File: src/rtl/alu_pkg.sv
// Shared definitions for the sequential ALU.
//   - 5-bit opcode constants (base ops and the multiply/divide group)
//   - FSM state type used by the top level
//   - small decode helpers for the multiply/divide group
package alu_pkg;

  localparam logic [4:0] OP_AND    = 5'b00000;
  localparam logic [4:0] OP_OR     = 5'b00001;
  localparam logic [4:0] OP_ADD    = 5'b00010;
  localparam logic [4:0] OP_SUB    = 5'b00110;
  localparam logic [4:0] OP_SLT    = 5'b00111;
  localparam logic [4:0] OP_SLTU   = 5'b01001;
  localparam logic [4:0] OP_XOR    = 5'b01100;
  localparam logic [4:0] OP_SRL    = 5'b01101;
  localparam logic [4:0] OP_SLL    = 5'b01110;
  localparam logic [4:0] OP_SRA    = 5'b01111;
  localparam logic [4:0] OP_MUL    = 5'b10000;
  localparam logic [4:0] OP_MULH   = 5'b10001;
  localparam logic [4:0] OP_MULHSU = 5'b10010;
  localparam logic [4:0] OP_MULHU  = 5'b10011;
  localparam logic [4:0] OP_DIV    = 5'b10100;
  localparam logic [4:0] OP_DIVU   = 5'b10101;
  localparam logic [4:0] OP_REM    = 5'b10110;
  localparam logic [4:0] OP_REMU   = 5'b10111;

  typedef enum logic [1:0] {
    IDLE = 2'd0,
    MUL  = 2'd1,
    DIV  = 2'd2
  } state_t;

  // The whole 10xxx block is multiply/divide; bit 2 separates div/rem from mul.
  function automatic logic is_muldiv(input logic [4:0] op);
    return op[4:3] == 2'b10;
  endfunction

  function automatic logic is_divop(input logic [4:0] op);
    return op[2];
  endfunction

endpackage

File: src/rtl/seq_alu_if.sv
// Handshake/data bundle between the EX-stage issue logic and seq_alu.
//   master: drives flush, in_valid, op, a, b, out_ready
//   slave : drives in_ready, out_valid, res, zero, busy
interface seq_alu_if #(
  parameter int WIDTH = 32
) ();
  logic             flush;
  logic             in_valid;
  logic             in_ready;
  logic [4:0]       op;
  logic [WIDTH-1:0] a;
  logic [WIDTH-1:0] b;
  logic             out_valid;
  logic             out_ready;
  logic [WIDTH-1:0] res;
  logic             zero;
  logic             busy;

  modport master (
    output flush, in_valid, op, a, b, out_ready,
    input  in_ready, out_valid, res, zero, busy
  );

  modport slave (
    input  flush, in_valid, op, a, b, out_ready,
    output in_ready, out_valid, res, zero, busy
  );
endinterface

File: src/rtl/muldiv_iter.sv
// Iterative multiply/divide engine, one bit per clock.
//   clk, rst_n : clock, synchronous active-low reset
//   flush      : abort the operation in flight
//   start      : latch op/a/b and begin (one-cycle pulse)
//   op         : 10xxx opcode (mul, mulh, mulhsu, mulhu, div, divu, rem, remu)
//   a, b       : operands, only sampled on start
//   done       : high for the cycle in which result is final
//   result     : sign-corrected result, valid while done
// Operands are converted to magnitudes at start; after WIDTH steps the sign
// is re-applied, so both algorithms only ever see unsigned numbers.
module muldiv_iter
  import alu_pkg::*;
#(
  parameter int WIDTH = 32
) (
  input  logic             clk,
  input  logic             rst_n,
  input  logic             flush,
  input  logic             start,
  input  logic [4:0]       op,
  input  logic [WIDTH-1:0] a,
  input  logic [WIDTH-1:0] b,
  output logic             done,
  output logic [WIDTH-1:0] result
);
  localparam int CW = $clog2(WIDTH) + 1;

  // mul: acc = {partial high, remaining multiplier bits}
  // div: acc = {partial remainder, dividend bits being replaced by quotient}
  logic [2*WIDTH-1:0] acc_reg;
  logic [WIDTH-1:0]   m_reg;      // multiplicand or divisor magnitude
  logic [CW-1:0]      cnt_reg;
  logic               active_reg;
  logic               div_reg;
  logic               neg_reg;    // negate the selected result at the end
  logic               hi_reg;     // mul: upper half; div: remainder
  logic               dz_reg;     // divide by zero

  logic             a_signed, b_signed, start_hi;
  logic             sa, sb;
  logic [WIDTH-1:0] a_mag, b_mag;

  always_comb begin
    a_signed = 1'b0;
    b_signed = 1'b0;
    start_hi = 1'b0;
    case (op)
      OP_MUL:    ;
      OP_MULH:   begin a_signed = 1'b1; b_signed = 1'b1; start_hi = 1'b1; end
      OP_MULHSU: begin a_signed = 1'b1; start_hi = 1'b1; end
      OP_MULHU:  start_hi = 1'b1;
      OP_DIV:    begin a_signed = 1'b1; b_signed = 1'b1; end
      OP_DIVU:   ;
      OP_REM:    begin a_signed = 1'b1; b_signed = 1'b1; start_hi = 1'b1; end
      OP_REMU:   start_hi = 1'b1;
      default:   ;
    endcase
  end

  assign sa    = a_signed & a[WIDTH-1];
  assign sb    = b_signed & b[WIDTH-1];
  assign a_mag = sa ? (~a + 1'b1) : a;
  assign b_mag = sb ? (~b + 1'b1) : b;

  // One shift-add multiply step.
  logic [WIDTH:0]     mul_sum;
  logic [2*WIDTH-1:0] mul_next;
  assign mul_sum  = {1'b0, acc_reg[2*WIDTH-1:WIDTH]} + (acc_reg[0] ? {1'b0, m_reg} : '0);
  assign mul_next = {mul_sum, acc_reg[WIDTH-1:1]};

  // One restoring-divide step; diff[WIDTH] set means the trial subtract underflowed.
  logic [WIDTH:0]     div_shift, div_diff;
  logic [2*WIDTH-1:0] div_next;
  assign div_shift = acc_reg[2*WIDTH-1:WIDTH-1];
  assign div_diff  = div_shift - {1'b0, m_reg};
  assign div_next  = div_diff[WIDTH] ? {div_shift[WIDTH-1:0], acc_reg[WIDTH-2:0], 1'b0}
                                     : {div_diff[WIDTH-1:0],  acc_reg[WIDTH-2:0], 1'b1};

  assign done = active_reg && (cnt_reg == CW'(WIDTH));

  logic [2*WIDTH-1:0] prod_fix;
  logic [WIDTH-1:0]   part, part_fix;
  assign prod_fix = neg_reg ? (~acc_reg + 1'b1) : acc_reg;
  assign part     = hi_reg ? acc_reg[2*WIDTH-1:WIDTH] : acc_reg[WIDTH-1:0];
  assign part_fix = neg_reg ? (~part + 1'b1) : part;

  // Divide by zero: the remainder path already yields a (magnitude re-signed
  // by the dividend), only the quotient needs forcing to all ones.
  always_comb begin
    if (div_reg) begin
      result = (dz_reg && !hi_reg) ? '1 : part_fix;
    end else begin
      result = hi_reg ? prod_fix[2*WIDTH-1:WIDTH] : prod_fix[WIDTH-1:0];
    end
  end

  always_ff @(posedge clk) begin
    if (!rst_n) begin
      acc_reg    <= '0;
      m_reg      <= '0;
      cnt_reg    <= '0;
      active_reg <= 1'b0;
      div_reg    <= 1'b0;
      neg_reg    <= 1'b0;
      hi_reg     <= 1'b0;
      dz_reg     <= 1'b0;
    end else if (flush) begin
      active_reg <= 1'b0;
      cnt_reg    <= '0;
    end else if (start) begin
      acc_reg    <= is_divop(op) ? {{WIDTH{1'b0}}, a_mag} : {{WIDTH{1'b0}}, b_mag};
      m_reg      <= is_divop(op) ? b_mag : a_mag;
      cnt_reg    <= '0;
      active_reg <= 1'b1;
      div_reg    <= is_divop(op);
      hi_reg     <= start_hi;
      // Remainder follows the dividend; quotient and products follow sa^sb.
      neg_reg    <= (is_divop(op) && start_hi) ? sa : (sa ^ sb);
      dz_reg     <= (b == '0);
    end else if (active_reg) begin
      if (done) begin
        active_reg <= 1'b0;
        cnt_reg    <= '0;
      end else begin
        acc_reg <= div_reg ? div_next : mul_next;
        cnt_reg <= cnt_reg + 1'b1;
      end
    end
  end

endmodule

File: src/rtl/seq_alu.sv
// Sequential EX-stage ALU: single-cycle registered base ops plus iterative
// multiply/divide, valid/ready on both sides, flush for branch/exception.
//   clk, rst_n : clock, synchronous active-low reset
//   bus        : seq_alu_if slave (flush, in_valid/in_ready, op, a, b,
//                out_valid/out_ready, res, zero, busy)
module seq_alu
  import alu_pkg::*;
#(
  parameter int WIDTH = 32,
  parameter int SHW   = $clog2(WIDTH)
) (
  input  logic       clk,
  input  logic       rst_n,
  seq_alu_if.slave   bus
);
  state_t           state_reg;
  logic [WIDTH-1:0] res_reg;
  logic             out_valid_reg;
  logic             busy_reg;

  logic             accept, md_start, md_done;
  logic [WIDTH-1:0] md_result, base_res;
  logic [SHW-1:0]   shamt;

  assign bus.in_ready  = (state_reg == IDLE) & (!out_valid_reg | bus.out_ready) & !bus.flush;
  assign accept        = bus.in_valid & bus.in_ready;
  assign md_start      = accept & is_muldiv(bus.op);
  assign bus.out_valid = out_valid_reg;
  assign bus.res       = res_reg;
  assign bus.zero      = (res_reg == '0);
  assign bus.busy      = busy_reg;
  assign shamt         = bus.b[SHW-1:0];

  always_comb begin
    base_res = '0;
    case (bus.op)
      OP_AND:  base_res = bus.a & bus.b;
      OP_OR:   base_res = bus.a | bus.b;
      OP_ADD:  base_res = bus.a + bus.b;
      OP_SUB:  base_res = bus.a - bus.b;
      OP_SLT:  base_res = {{(WIDTH-1){1'b0}}, $signed(bus.a) < $signed(bus.b)};
      OP_SLTU: base_res = {{(WIDTH-1){1'b0}}, bus.a < bus.b};
      OP_XOR:  base_res = bus.a ^ bus.b;
      OP_SRL:  base_res = bus.a >> shamt;
      OP_SLL:  base_res = bus.a << shamt;
      OP_SRA:  base_res = $unsigned($signed(bus.a) >>> shamt);
      default: base_res = '0;   // undefined codes and the mul/div group
    endcase
  end

  muldiv_iter #(.WIDTH(WIDTH)) u_muldiv (
    .clk    (clk),
    .rst_n  (rst_n),
    .flush  (bus.flush),
    .start  (md_start),
    .op     (bus.op),
    .a      (bus.a),
    .b      (bus.b),
    .done   (md_done),
    .result (md_result)
  );

  always_ff @(posedge clk) begin
    if (!rst_n) begin
      state_reg     <= IDLE;
      res_reg       <= '0;
      out_valid_reg <= 1'b0;
      busy_reg      <= 1'b0;
    end else if (bus.flush) begin
      // res is left alone so the last handed-off value stays observable
      state_reg     <= IDLE;
      out_valid_reg <= 1'b0;
      busy_reg      <= 1'b0;
    end else begin
      case (state_reg)
        IDLE: begin
          if (accept) begin
            if (is_muldiv(bus.op)) begin
              state_reg     <= is_divop(bus.op) ? DIV : MUL;
              busy_reg      <= 1'b1;
              out_valid_reg <= 1'b0;   // accept implies any old result was taken
            end else begin
              res_reg       <= base_res;
              out_valid_reg <= 1'b1;
            end
          end else if (bus.out_ready) begin
            out_valid_reg <= 1'b0;
          end
        end
        MUL, DIV: begin
          if (md_done) begin
            res_reg       <= md_result;
            out_valid_reg <= 1'b1;
            busy_reg      <= 1'b0;
            state_reg     <= IDLE;
          end
        end
        default: begin
          state_reg <= IDLE;
          busy_reg  <= 1'b0;
        end
      endcase
    end
  end

endmodule

File: src/flat_wrapper.sv
// flat-port wrapper written by rule: the top's interface ports become plain ports
module seq_alu_flat import alu_pkg::*;
#(
  parameter int WIDTH = 32,
  parameter int SHW   = $clog2(WIDTH)
)
  (clk, rst_n, bus_flush, bus_in_valid, bus_op, bus_a, bus_b, bus_out_ready, bus_in_ready, bus_out_valid, bus_res, bus_zero, bus_busy);
  seq_alu_if #(.WIDTH(WIDTH)) bus_i ();
  input  logic clk;
  input  logic rst_n;
  input wire logic [$bits(bus_i.flush)-1:0] bus_flush;
  input wire logic [$bits(bus_i.in_valid)-1:0] bus_in_valid;
  input wire logic [$bits(bus_i.op)-1:0] bus_op;
  input wire logic [$bits(bus_i.a)-1:0] bus_a;
  input wire logic [$bits(bus_i.b)-1:0] bus_b;
  input wire logic [$bits(bus_i.out_ready)-1:0] bus_out_ready;
  output wire logic [$bits(bus_i.in_ready)-1:0] bus_in_ready;
  output wire logic [$bits(bus_i.out_valid)-1:0] bus_out_valid;
  output wire logic [$bits(bus_i.res)-1:0] bus_res;
  output wire logic [$bits(bus_i.zero)-1:0] bus_zero;
  output wire logic [$bits(bus_i.busy)-1:0] bus_busy;
  assign bus_i.flush = bus_flush;
  assign bus_i.in_valid = bus_in_valid;
  assign bus_i.op = bus_op;
  assign bus_i.a = bus_a;
  assign bus_i.b = bus_b;
  assign bus_i.out_ready = bus_out_ready;
  assign bus_in_ready = bus_i.in_ready;
  assign bus_out_valid = bus_i.out_valid;
  assign bus_res = bus_i.res;
  assign bus_zero = bus_i.zero;
  assign bus_busy = bus_i.busy;
  seq_alu #(.WIDTH(WIDTH), .SHW(SHW)) u_core (.clk(clk), .rst_n(rst_n), .bus(bus_i));
endmodule
File: config.mk
export PLATFORM = sky130hd
export DESIGN_NAME = seq_alu_flat
export DESIGN_NICKNAME = d
export VERILOG_FILES = /design/src/rtl/alu_pkg.sv /design/src/rtl/seq_alu_if.sv /design/src/rtl/muldiv_iter.sv /design/src/rtl/seq_alu.sv /design/src/flat_wrapper.sv
export SDC_FILE = /design/constraint.sdc
export NUM_CORES = 1
export LEC_CHECK = 0
export BUFFER_PORTS_ARGS = -buffer_cell sky130_fd_sc_hd__buf_2
export CORE_MARGIN = 2
export CORE_UTILIZATION = 38
export CTS_BUF_LIST = sky130_fd_sc_hd__clkbuf_8
export DETAILED_ROUTE_END_ITERATION = 16
export GPL_TIMING_DRIVEN = 0
export PLACE_DENSITY = 0.61
export SLEW_MARGIN = 10
export SYNTH_ARGS = -nofsm -noshare
export SYNTH_HDL_FRONTEND = slang
export SYNTH_SLANG_ARGS = --single-unit
File: constraint.sdc
create_clock -name clk -period 11.8 [get_ports clk]
set_input_delay 3.54 -clock clk [delete_from_list [all_inputs] [get_ports clk]]
set_output_delay 3.54 -clock clk [all_outputs]
set_load 0.03 [all_outputs]
==> results.md <==
* Status: finished, final reports clean
* Non-Filler Instances at ~4200
* Crit path buffers/inverters at 6
* Antenna diode count at 0
* Async set or reset register ratio after synthesis at 0
* Crit path required time at about 12 ns
* Reg clk slew, reported paths at 0.10 ns
* Worst Setup Start Kind: primary input
* Core ar. at 61400 sq um
* Final setup vio count at 0
* Count leader, synth: nor2_1
* CP Capture Type: register
* Met3 Use GR at 0.0467
* DP Cell Count at 4202
* Power per Cell Area at 72.7 nW/um^2
* Clock Sinks at ~140
* Routed vias at ~28000
* Global-route wire length before repair at about 180000 um
* CTS max path bufs at 2
* Fill count at between 6000 and 7000
* Detailed Place HPWL at between 100000 and 150000 um
* H-tree levels at 4
* Post-route ant nets at 0
* Clock Skew at approximately 0.016 ns
* MaxCap Viol Count at 0
* TritonCTS clock tree: yes
* Resized Gates After CTS at 0
* Slew Limit Fails at 0
* Syn Area/Cell at roughly 7.1 sq um
* Synth area leaders: dfxtp_1 12%, ha_1 9.2%, mux2i_1 5.9%
* Row count at 91
* GR Overflow Total at 0
* Sequential cell area fraction in the yosys report at 0.122
* GR peak layer: met2
* Fin area at between 20000 and 30000 sq um
* Post-synth top cells: 336 x nor2_1, 276 x nand2_1, 271 x a21oi_1
* Tot GR Track Use at 0.386
* Most used cell along the critical path: clkbuf_1
* Primary FF master, synth: dfxtp_1
* Drt first-iter violations at between 3000 and 4000
* Syn Nets at 3554
* Crit-path max FO at 11
* Share of layout cells above drive strength 1 at 0.0848
* Worst path cell trace: buf_2 -> clkbuf_1 -> inv_2 -> buf_1 -> clkbuf_1 -> ha_1 -> clkbuf_1 -> nand2b_1 -> a221oi_1 -> a31oi_1 -> a211oi_1 -> o211a_1 -> nor4_1 -> o21ai_0 -> a311oi_1 -> nor4_1 -> o21ai_0
* Largest area contributor in the netlist: dfxtp_1
* Post-DR vias/cell at 6.52
* Met1 Use GR at 0.447
* Placed inst area at around 25000 sq um
* Root Buffer: clkbuf_8
* Slowest cell on crit path: a211oi_1
* Relative slew slack at 0.160
* Hold Fails Final Rpt at 0
* Max Freq at around 110 MHz
* Routing usage on met2 at 0.650
* Hold Path Class: register to register
* DR WL/cell at roughly 30 um
* Post-Route WL at 127000 um
* Die X at between 200 and 300 um
* Register area at approximately 2900 sq um
* Hold buffers post-CTS at 0
* Port bufs at between 100 and 150
* Max FFs per register at 64
* VDD IR max at about 74 uV
* Post-layout nets at roughly 3700
* Yosys top cell area share at 0.122
* Worst slew pin tran at roughly 1.3 ns
* Area of the multi-input gates at around 19000 sq um
* Number of post-CTS setup repair buffers at 0
* Initial core utilization at 0.383
* Min Tclk post-route at between 9 and 10 ns
* RSZ-0062 raised after global routing: no
* Max stage delay on crit path at around 0.85 ns
* Num ports at 110
* Chip height at between 200 and 300 um
* EDFF count, synth at 0
* Library cells used by synthesis at 92
* Initial antenna violation count at 1
* Period utilisation layout at 0.791
* Critical path class: primary input to register
* Drt first pass iters at 6
* Final GP Congestion at around 1.1
* Worst hold slack at approximately 0.46 ns
* Worst Path Arrival at between 9 and 10 ns
* Family with the most delay on the worst path: compound AO/OA/AOI/OAI gates
* Worst skew pair latency at 0.52 ns
* Synth Register Bits at roughly 140
* Largest net degree at the start of global routing at 17
* Final core occ at 0.414
* Ys Warns at 0
* P_leak at about 9.9 nW
* Mapped Area at around 23000 sq um
* Number of global-route vias before repair at between 20000 and 30000
* Die ar. at approximately 64000 sq um
* Setup TNS at 0 ns
* Cells after synthesis at 3304
* Total CTS buffers at 17
* DRC violations left at 0
* Area Overhead vs Synth at 8.22%
final cells by class:
| cell class | instances | share of cell area |
|---|---|---|
| buffer | 277 | 0.0435 |
| clock buffer | 18 | 0.00975 |
| clock inverter | 14 | 0.00561 |
| inverter | 159 | 0.0235 |
| multi-input combinational | 2725 | 0.745 |
| sequential | 143 | 0.113 |
| tap | 790 | 0.0389 |
| timing repair buffer | 108 | 0.0213 |
final timing paths:
path	from	slack [ns]	end	cells after the start
max	bus_b[2]	2.47	u_core.bus.res[0]$_SDFFE_PN0P_	17
min	u_core.u_muldiv.m_reg[4]$_SDFFE_PN0P_	0.46	u_core.u_muldiv.m_reg[4]$_SDFFE_PN0P_	2
max reg2reg	u_core.u_muldiv.hi_reg$_SDFFE_PN0P_	5.25	u_core.bus.res[30]$_SDFFE_PN0P_	19
min reg2reg	u_core.u_muldiv.m_reg[4]$_SDFFE_PN0P_	0.46	u_core.u_muldiv.m_reg[4]$_SDFFE_PN0P_	2
worst min-delay path: cells and delay by family (launching register included):
kind | cells | cell delay (ns)
AO/OA/AOI/OAI | 1 | 0.05
flip-flops | 1 | 0.32
AND/OR/NAND/NOR | 1 | 0.05
per-stage QoR:
| stage | power (W) | setup slack, ns |
|---|---|---|
| 4_1_cts | 0.00181 | 2.83 |
| 3_5_place_dp | 0.00139 | 2.31 |
| 3_3_place_gp | 0.00140 | 2.21 |
| 2_1_floorplan | 0.00108 | 4.10 |
| 5_1_grt | 0.00191 | 2.58 |
| 6_report | 0.00185 | 2.47 |
cell families (layout without fill, tap and decap cells):
kind of cell / after synthesis / in the layout / share of synthesized area
mux: 214 / 214 / 0.120
fa+ha+maj: 176 / 176 / 0.0950
xor+xnor: 214 / 214 / 0.0798
simple gates: 1025 / 1025 / 0.205
flops: 143 / 143 / 0.122
compound gates: 1096 / 1096 / 0.305
buf+inv: 436 / 576 / 0.0724
layer usage:
| layer | up-vias | routed length [um] |
|---|---|---|
| met1 | 13200 | 47500 |
| met2 | 1561 | 58900 |
| met5 | - | 0 |
| met3 | 471 | 9050 |
| met4 | 0 | 11300 |
| li1 | 12400 | - |
cell usage in the layout (no fill, tap or decap), types with 30 or more instances in the layout:
cell	count
nor2_1	336
nand2_1	276
a21oi_1	271
o21ai_0	259
clkbuf_1	220
ha_1	172
inv_1	155
xnor2_1	154
dfxtp_1	143
mux2i_1	138
buf_2	133
nor3_1	88
nand3_1	64
o31ai_1	61
a211oi_1	61
xor2_1	60
o211ai_1	53
mux4_2	52
a21o_1	45
a31oi_1	44
a22oi_1	41
a221oi_1	36
nor4_1	35
nand2b_1	30
power by group:
group / internal [W] / switching [W] / leakage (nW)
logic: 0.000292 / 0.000620 / 8.52
clock network: 0.000179 / 0.000249 / 0.196
registers: 0.000494 / 0.0000138 / 1.16
total: 0.000965 / 0.000883 / 9.87
Note: power is estimated with default switching activity, not from simulation.
